**src/rtl/cpu_mem_pkg.sv**
```systemverilog
// Shared types for the IF/MEM memory port arbiter:
// FSM states, grant owner and wait-counter width.
package cpu_mem_pkg;

  localparam int WCNT_W = 4;

  typedef enum logic [1:0] {
    S_IDLE   = 2'd0,
    S_ACCESS = 2'd1,
    S_RESP   = 2'd2
  } arb_state_t;

  typedef enum logic {
    GNT_IF  = 1'b0,
    GNT_MEM = 1'b1
  } gnt_t;

endpackage

```
**src/rtl/mem_wait_counter.sv**
```systemverilog
// Down-counter for the extra RAM access cycles.
// zero marks the final ACCESS cycle of a transfer.
module mem_wait_counter
  import cpu_mem_pkg::*;
(
  input  logic              clk,
  input  logic              rst,
  input  logic              load,
  input  logic [WCNT_W-1:0] value,
  input  logic              dec,
  output logic              zero
);

  logic [WCNT_W-1:0] r_cnt;

  always_ff @(posedge clk) begin
    if (rst) begin
      r_cnt <= '0;
    end else if (load) begin
      r_cnt <= value;
    end else if (dec && (r_cnt != '0)) begin
      r_cnt <= r_cnt - 1'b1;
    end
  end

  assign zero = (r_cnt == '0);

endmodule

```
**src/rtl/mem_port_arbiter.sv**
```systemverilog
// Arbitrates IF and MEM stages onto one single-port RAM (MEM first).
// Define MEM_ARB_PERF_EN to add stall / MEM-transfer counters.
module mem_port_arbiter
  import cpu_mem_pkg::*;
#(
  parameter int unsigned WAIT_CYCLES = 1
) (
  input  logic        clk,
  input  logic        rst,
  input  logic        if_req,
  input  logic [31:0] if_addr,
  output logic [31:0] if_rdata,
  output logic        if_ready,
  input  logic        mem_req,
  input  logic        mem_we,
  input  logic [31:0] mem_addr,
  input  logic [31:0] mem_wdata,
  output logic [31:0] mem_rdata,
  output logic        mem_ready,
  output logic        stall,
  output logic        ram_en,
  output logic        ram_we,
  output logic [31:0] ram_addr,
  output logic [31:0] ram_wdata,
  input  logic [31:0] ram_rdata
`ifdef MEM_ARB_PERF_EN
  ,
  output logic [31:0] perf_stall_cnt,
  output logic [31:0] perf_mem_cnt
`endif
);

  localparam logic [WCNT_W-1:0] LP_WAIT = WCNT_W'(WAIT_CYCLES);

  arb_state_t r_state;
  gnt_t       r_gnt;
  logic       w_zero;
  logic       w_load;
  logic       w_dec;
  logic       w_done;

  assign w_load = (r_state == S_IDLE) && (mem_req || if_req);
  assign w_dec  = (r_state == S_ACCESS) && !w_zero;
  assign w_done = (r_state == S_ACCESS) && w_zero;

  mem_wait_counter u_wait (
    .clk   (clk),
    .rst   (rst),
    .load  (w_load),
    .value (LP_WAIT),
    .dec   (w_dec),
    .zero  (w_zero)
  );

  assign stall = (mem_req & ~mem_ready) | (if_req & ~if_ready);

  always_ff @(posedge clk) begin
    if (rst) begin
      r_state   <= S_IDLE;
      r_gnt     <= GNT_IF;
      ram_en    <= 1'b0;
      ram_we    <= 1'b0;
      ram_addr  <= '0;
      ram_wdata <= '0;
      if_rdata  <= '0;
      mem_rdata <= '0;
      if_ready  <= 1'b0;
      mem_ready <= 1'b0;
    end else begin
      if_ready  <= 1'b0;
      mem_ready <= 1'b0;
      unique case (r_state)
        S_IDLE: begin
          if (mem_req) begin
            r_gnt     <= GNT_MEM;
            ram_addr  <= mem_addr;
            ram_we    <= mem_we;
            ram_wdata <= mem_wdata;
            ram_en    <= 1'b1;
            r_state   <= S_ACCESS;
          end else if (if_req) begin
            r_gnt    <= GNT_IF;
            ram_addr <= if_addr;
            ram_we   <= 1'b0;
            ram_en   <= 1'b1;
            r_state  <= S_ACCESS;
          end
        end
        S_ACCESS: begin
          if (w_zero) begin
            ram_en  <= 1'b0;
            ram_we  <= 1'b0;
            r_state <= S_RESP;
            if (r_gnt == GNT_MEM) begin
              mem_ready <= 1'b1;
              // stores leave the last load result in place
              if (!ram_we) mem_rdata <= ram_rdata;
            end else begin
              if_ready <= 1'b1;
              if_rdata <= ram_rdata;
            end
          end
        end
        S_RESP: begin
          r_state <= S_IDLE;
        end
        default: begin
          r_state <= S_IDLE;
        end
      endcase
    end
  end

`ifdef MEM_ARB_PERF_EN
  always_ff @(posedge clk) begin
    if (rst) begin
      perf_stall_cnt <= '0;
      perf_mem_cnt   <= '0;
    end else begin
      if (stall) perf_stall_cnt <= perf_stall_cnt + 32'd1;
      if (w_done && (r_gnt == GNT_MEM))
        perf_mem_cnt <= perf_mem_cnt + 32'd1;
    end
  end
`endif

endmodule
```
**config.mk**
```make
export PLATFORM = sky130hd
export DESIGN_NAME = mem_port_arbiter
export DESIGN_NICKNAME = d
export VERILOG_FILES = /design/src/rtl/cpu_mem_pkg.sv /design/src/rtl/mem_wait_counter.sv /design/src/rtl/mem_port_arbiter.sv
export SDC_FILE = /design/constraint.sdc
export NUM_CORES = 1
export LEC_CHECK = 0
export CORE_MARGIN = 2
export CORE_UTILIZATION = 45
export CTS_CLUSTER_DIAMETER = 150
export DETAILED_ROUTE_END_ITERATION = 8
export GPL_TIMING_DRIVEN = 0
export PLACE_DENSITY = 0.86
export SLEW_MARGIN = 15
export SYNTH_ARGS = -nofsm -noshare
export SYNTH_HDL_FRONTEND = slang
export SYNTH_HIERARCHICAL = 1
export SYNTH_SLANG_ARGS = --single-unit
```
**constraint.sdc**
```tcl
create_clock -name clk -period 4.4 [get_ports clk]
set_input_delay 0.44 -clock clk [delete_from_list [all_inputs] [get_ports clk]]
set_output_delay 0.44 -clock clk [all_outputs]
set_load 0.01 [all_outputs]
```
==> flow_results.org <==
** Clock network
- Clock tree synthesis inserted a total of 17 buffers.
- Clock latency reported for the late side of the worst-skew pair :: 410 ps
- TritonCTS built the clock tree.
- Number of H-tree levels :: 4
- Number of buffers inserted to repair setup after CTS :: 0
- For this design, the CTS-stage hold fixing added 0 buffers.
- Clock-pin slew was measured on the worst setup and hold paths at 60 ps.
- For this design, the sink count on the clock tree is 139.
- Counting along the longest clock path gives a buffer depth of 2.
- In this run the clock root is driven by a sky130_fd_sc_hd__clkbuf_16.
- Number of gates resized after CTS :: 0

** Logic synthesis
- Post-synthesis area per instance :: 9.87 sq um
- The commonest cells after synthesis are sky130_fd_sc_hd__dfxtp_1, sky130_fd_sc_hd__mux2i_1, sky130_fd_sc_hd__nand2_1.
- Share of synthesized area occupied by flip-flops and latches :: 47.5%
- Top_reg_cell synth :: sky130_fd_sc_hd__dfxtp_1
- Area of the mapped netlist :: 5860 sq um
- Post-synth ARST share :: 0%
- The synthesized design contains 0 enable-type register cells.
- Share of Yosys cell area claimed by the top area cell type :: 47.5%
- Yosys printed 6 warnings.
- Gate count of the mapped netlist :: 594
- Summed over all instances, the cell type with the most area after synthesis is sky130_fd_sc_hd__dfxtp_1.
- Number of synthesized register bits :: 139
- Unique masters post-synth :: 42
- Count leader, synth :: sky130_fd_sc_hd__dfxtp_1
- By area the synthesized netlist is led by sky130_fd_sc_hd__dfxtp_1, sky130_fd_sc_hd__mux2i_1, sky130_fd_sc_hd__nand2b_1, sky130_fd_sc_hd__a211oi_2, sky130_fd_sc_hd__a21oi_1.

** Drt
- Before antenna repair, the detailed router went through 4 iterations.
- The count of nets left with antenna violations once routing finished came out at 0.
- 1st-iter DRT viols :: 251
- Via/cell ratio :: 5.05
- Count of unresolved DRC violations after routing :: 0
- In the final routed layout, each cell accounts on average for 17.0 microns.
- The final route contains 5374 vias.
- Final wirelength :: 18100 microns

** Timing
- Sum of negative setup slack :: 0 ps
- The number of hold violations in the final report was 0.
- Across all setup checks in the final design, the least slack found is 1560 ps.
- Final slew viol count :: 0
- The worst path needs 2840 ps of the cycle, external delays included.
- Of the available clock period, the critical path in the final layout requires 64.6%.
- Headroom to the max-slew limit :: 30.2%
- Max Fclk :: 352 MHz
- Setup violations remaining at the end of the flow were counted as 0.
- Unrepaired setup endpoints after global routing :: false
- Across the routed clock network, the largest skew measured is 5.92 ps.
- For the pin with the worst max-slew slack, the measured transition is 1050 ps.

** Flow run
- Max_cap viols :: 0

** Critical path
- Startpoint Class :: flop
- In this run the critical register-to-register path is captured at u_wait/r_cnt[3].
- Worst setup slack for register-to-register paths :: 1560 ps
- The worst setup path is captured at a flop.
- Worst reg2reg path startpoint :: u_wait/r_cnt[0]
- The cell that appears most often on the critical path is sky130_fd_sc_hd__inv_1.
- In this run the worst path has a maximum fanout of 8.
- The critical path contains buffers and inverters numbering 2 combined.
- Cell chain of the critical path :: inv_1, ha_1, or3b_4, inv_1, nor3b_1, nor4b_2, mux2i_1, a211oi_1
- Data arrives at the worst endpoint at 3150 ps.
- Worst-path cell with the longest stage delay :: sky130_fd_sc_hd__nor3b_1
- Type of the worst setup path :: flop to flop
- Required @ worst endpoint :: 4710 ps
- Cell family with most CP delay :: simple AND/OR/NAND/NOR gates
- The largest single stage delay on the critical path is 860 ps.
- Count of cells along the worst register-to-register path :: 8

** Floorplan
- 266 I/O pins were placed.
- Core Region :: 12700 sq um
- The floorplan step defined a die boundary enclosing 14000 sq um.
- Initial standard-cell utilization of the core :: 46.3%
- Number of placement rows :: 41
- The floorplan step set the die height to 118 microns.
- The floorplan step set the die width to 118 microns.

** Global routing
- After global routing the overflow that remains totals 0.
- Entering global routing, the biggest net connects 17 pins.
- Overall routing resource usage :: 25.9%
- Number of antenna violations at the first check in global routing :: 1
- The first global-routing pass estimated 29000 microns of wire.
- Number of global-route vias before repair :: 5721

** Placement
- After legalization and detailed placement, the total HPWL measured 13800 microns.
- Final weighted congestion of routability-driven global placement :: 0.809
- Buffers placed on the I/O ports in this run total 264.
- Timing analysis after detailed placement gives a worst setup slack of 1610 ps.

** Power and ir drop
- For this design the ratio of total power to cell area is 400 nW/um^2.
- Lkg Pwr :: 3.56 nW
- Switching part of the total :: 25.6%
- Part of the total power dissipated in sequential elements :: 38.3%
- Switch Pwr :: 0.957 mW
- IR analysis of the VDD net gives a maximum drop of 261 uV.
- The clock network burns 39.2% of the power.
- Combinational Power Share :: 22.5%
- The internal portion of the total power is 2.78 mW.

** Cells and area
- In the final layout, the share of cells above drive strength 1 is 9.88%.
- At the end of the flow the core is filled with cells to 73.7%.
- The area growth from synthesis to layout is 59.4%.
- Final #Nets :: 1013

** Hold path
- Hold Path Stages :: 2
- Startpoint of the tightest hold check path :: if_rdata[19]
- Min-delay worst type :: flop to flop
- The worst hold path terminates at if_rdata[19].

** Run status
- Result of the run :: complete, no violations
flip-flops by register name, summed over array words and instances (netlist names):
name,flops
u_wait/r_cnt,4
ram_en,1
mem_ready,1
r_gnt,1
if_rdata,32
if_ready,1
mem_rdata,32
ram_addr,32
ram_we,1
r_state,2
ram_wdata,32
layer usage:
layer | vias up | global-route usage [%] | part of all wire, %
met5 | - | 0 | 0
met4 | 0 | 10.2 | 2.5
met3 | 37 | 8.24 | 7.2
met2 | 199 | 47.4 | 52
met1 | 2549 | 27.5 | 39
li1 | 2589 | - | -
cell usage in the layout, fill, tap and decap left out, drive strengths merged:
master	Yosys	routed
conb	2	4
nor4bb	1	1
o31ai	1	1
nand2	68	68
nor3	2	2
nor2b	1	1
a311oi	2	2
a2111oi	1	1
nand4b	1	1
o22ai	1	1
clkinv	0	3
or2	1	1
nand3	1	1
a311o	1	1
clkbuf	24	49
a21o	1	1
inv	6	6
diode	0	1
nand3b	1	1
a22oi	1	1
or3b	2	2
nor2	42	42
ha	1	1
nand2b	64	64
o21ba	1	1
nand4bb	1	1
bufinv	0	3
dfxtp	139	139
a21boi	1	1
buf	25	25
nor3b	3	3
a21oi	66	66
clkdlybuf4s50	0	264
mux2i	97	97
and2	2	2
a211oi	33	33
nor4b	1	1
power groups by stage:
stage	clock, mW	combinational, mW	sequential [mW]
floorplan	0	0.383	1.49
global placement	0	0.812	1.45
detailed placement	0	0.840	1.46
CTS	1.49	0.845	1.43
global route	1.55	0.903	1.44
finish	1.47	0.842	1.43
worst min-delay path, stage by stage, from the launching register on:
cell	delay [ps]
sky130_fd_sc_hd__dfxtp_1	300
sky130_fd_sc_hd__nand2_1	50
sky130_fd_sc_hd__a21oi_1	50
logic make-up (layout without fill, tap and decap cells):
| group | after synthesis | in the layout | synth area share (%) |
|---|---|---|---|
| buffers and inverters | 55 | 350 | 4.87 |
| AND/OR/NAND/NOR | 191 | 191 | 16.7 |
| multiplexers | 97 | 97 | 16.6 |
| flip-flops | 139 | 139 | 47.5 |
| adder cells (fa/ha/maj) | 1 | 1 | 0.213 |
| other | 2 | 5 | 0.128 |
| AO/OA/AOI/OAI | 109 | 109 | 14.1 |
layout make-up:
cell class	count	area, sq um
Fill cell	939	3330
Multi-Input combinational cell	402	2800
Sequential cell	139	2780
Timing Repair Buffer	264	2640
Clock buffer	25	505
Buffer	49	263
Tap cell	172	215
Clock inverter	6	109
Inverter	6	22.5
Antenna cell	1	2.50
per-stage QoR:
step | std cells | power, mW | hold slack [ps] | cell area [sq um]
after CTS | 1063 | 3.77 | 457 | 9340
after detailed placement | 1032 | 2.29 | 449 | 8730
after global routing | 1064 | 3.89 | 474 | 9340
after floorplan | 596 | 1.87 | 481 | 5870
final | 1064 | 3.74 | 454 | 9340
after global placement | 1032 | 2.26 | 443 | 8730
how the worst max path moves through the flow:
stage,startpoint,depth (start not counted),slack (ps),endpoint
finish,u_wait/r_cnt[0],8,1560,u_wait/r_cnt[3]
floorplan,u_wait/r_cnt[1],8,2050,u_wait/r_cnt[3]
global placement,rst,5,1750,ram_addr[16]
global route,u_wait/r_cnt[0],8,1270,u_wait/r_cnt[3]
CTS,u_wait/r_cnt[0],8,1610,u_wait/r_cnt[3]
detailed placement,u_wait/r_cnt[0],8,1610,u_wait/r_cnt[3]
No activity file was read; power rests on OpenSTA's default activity.
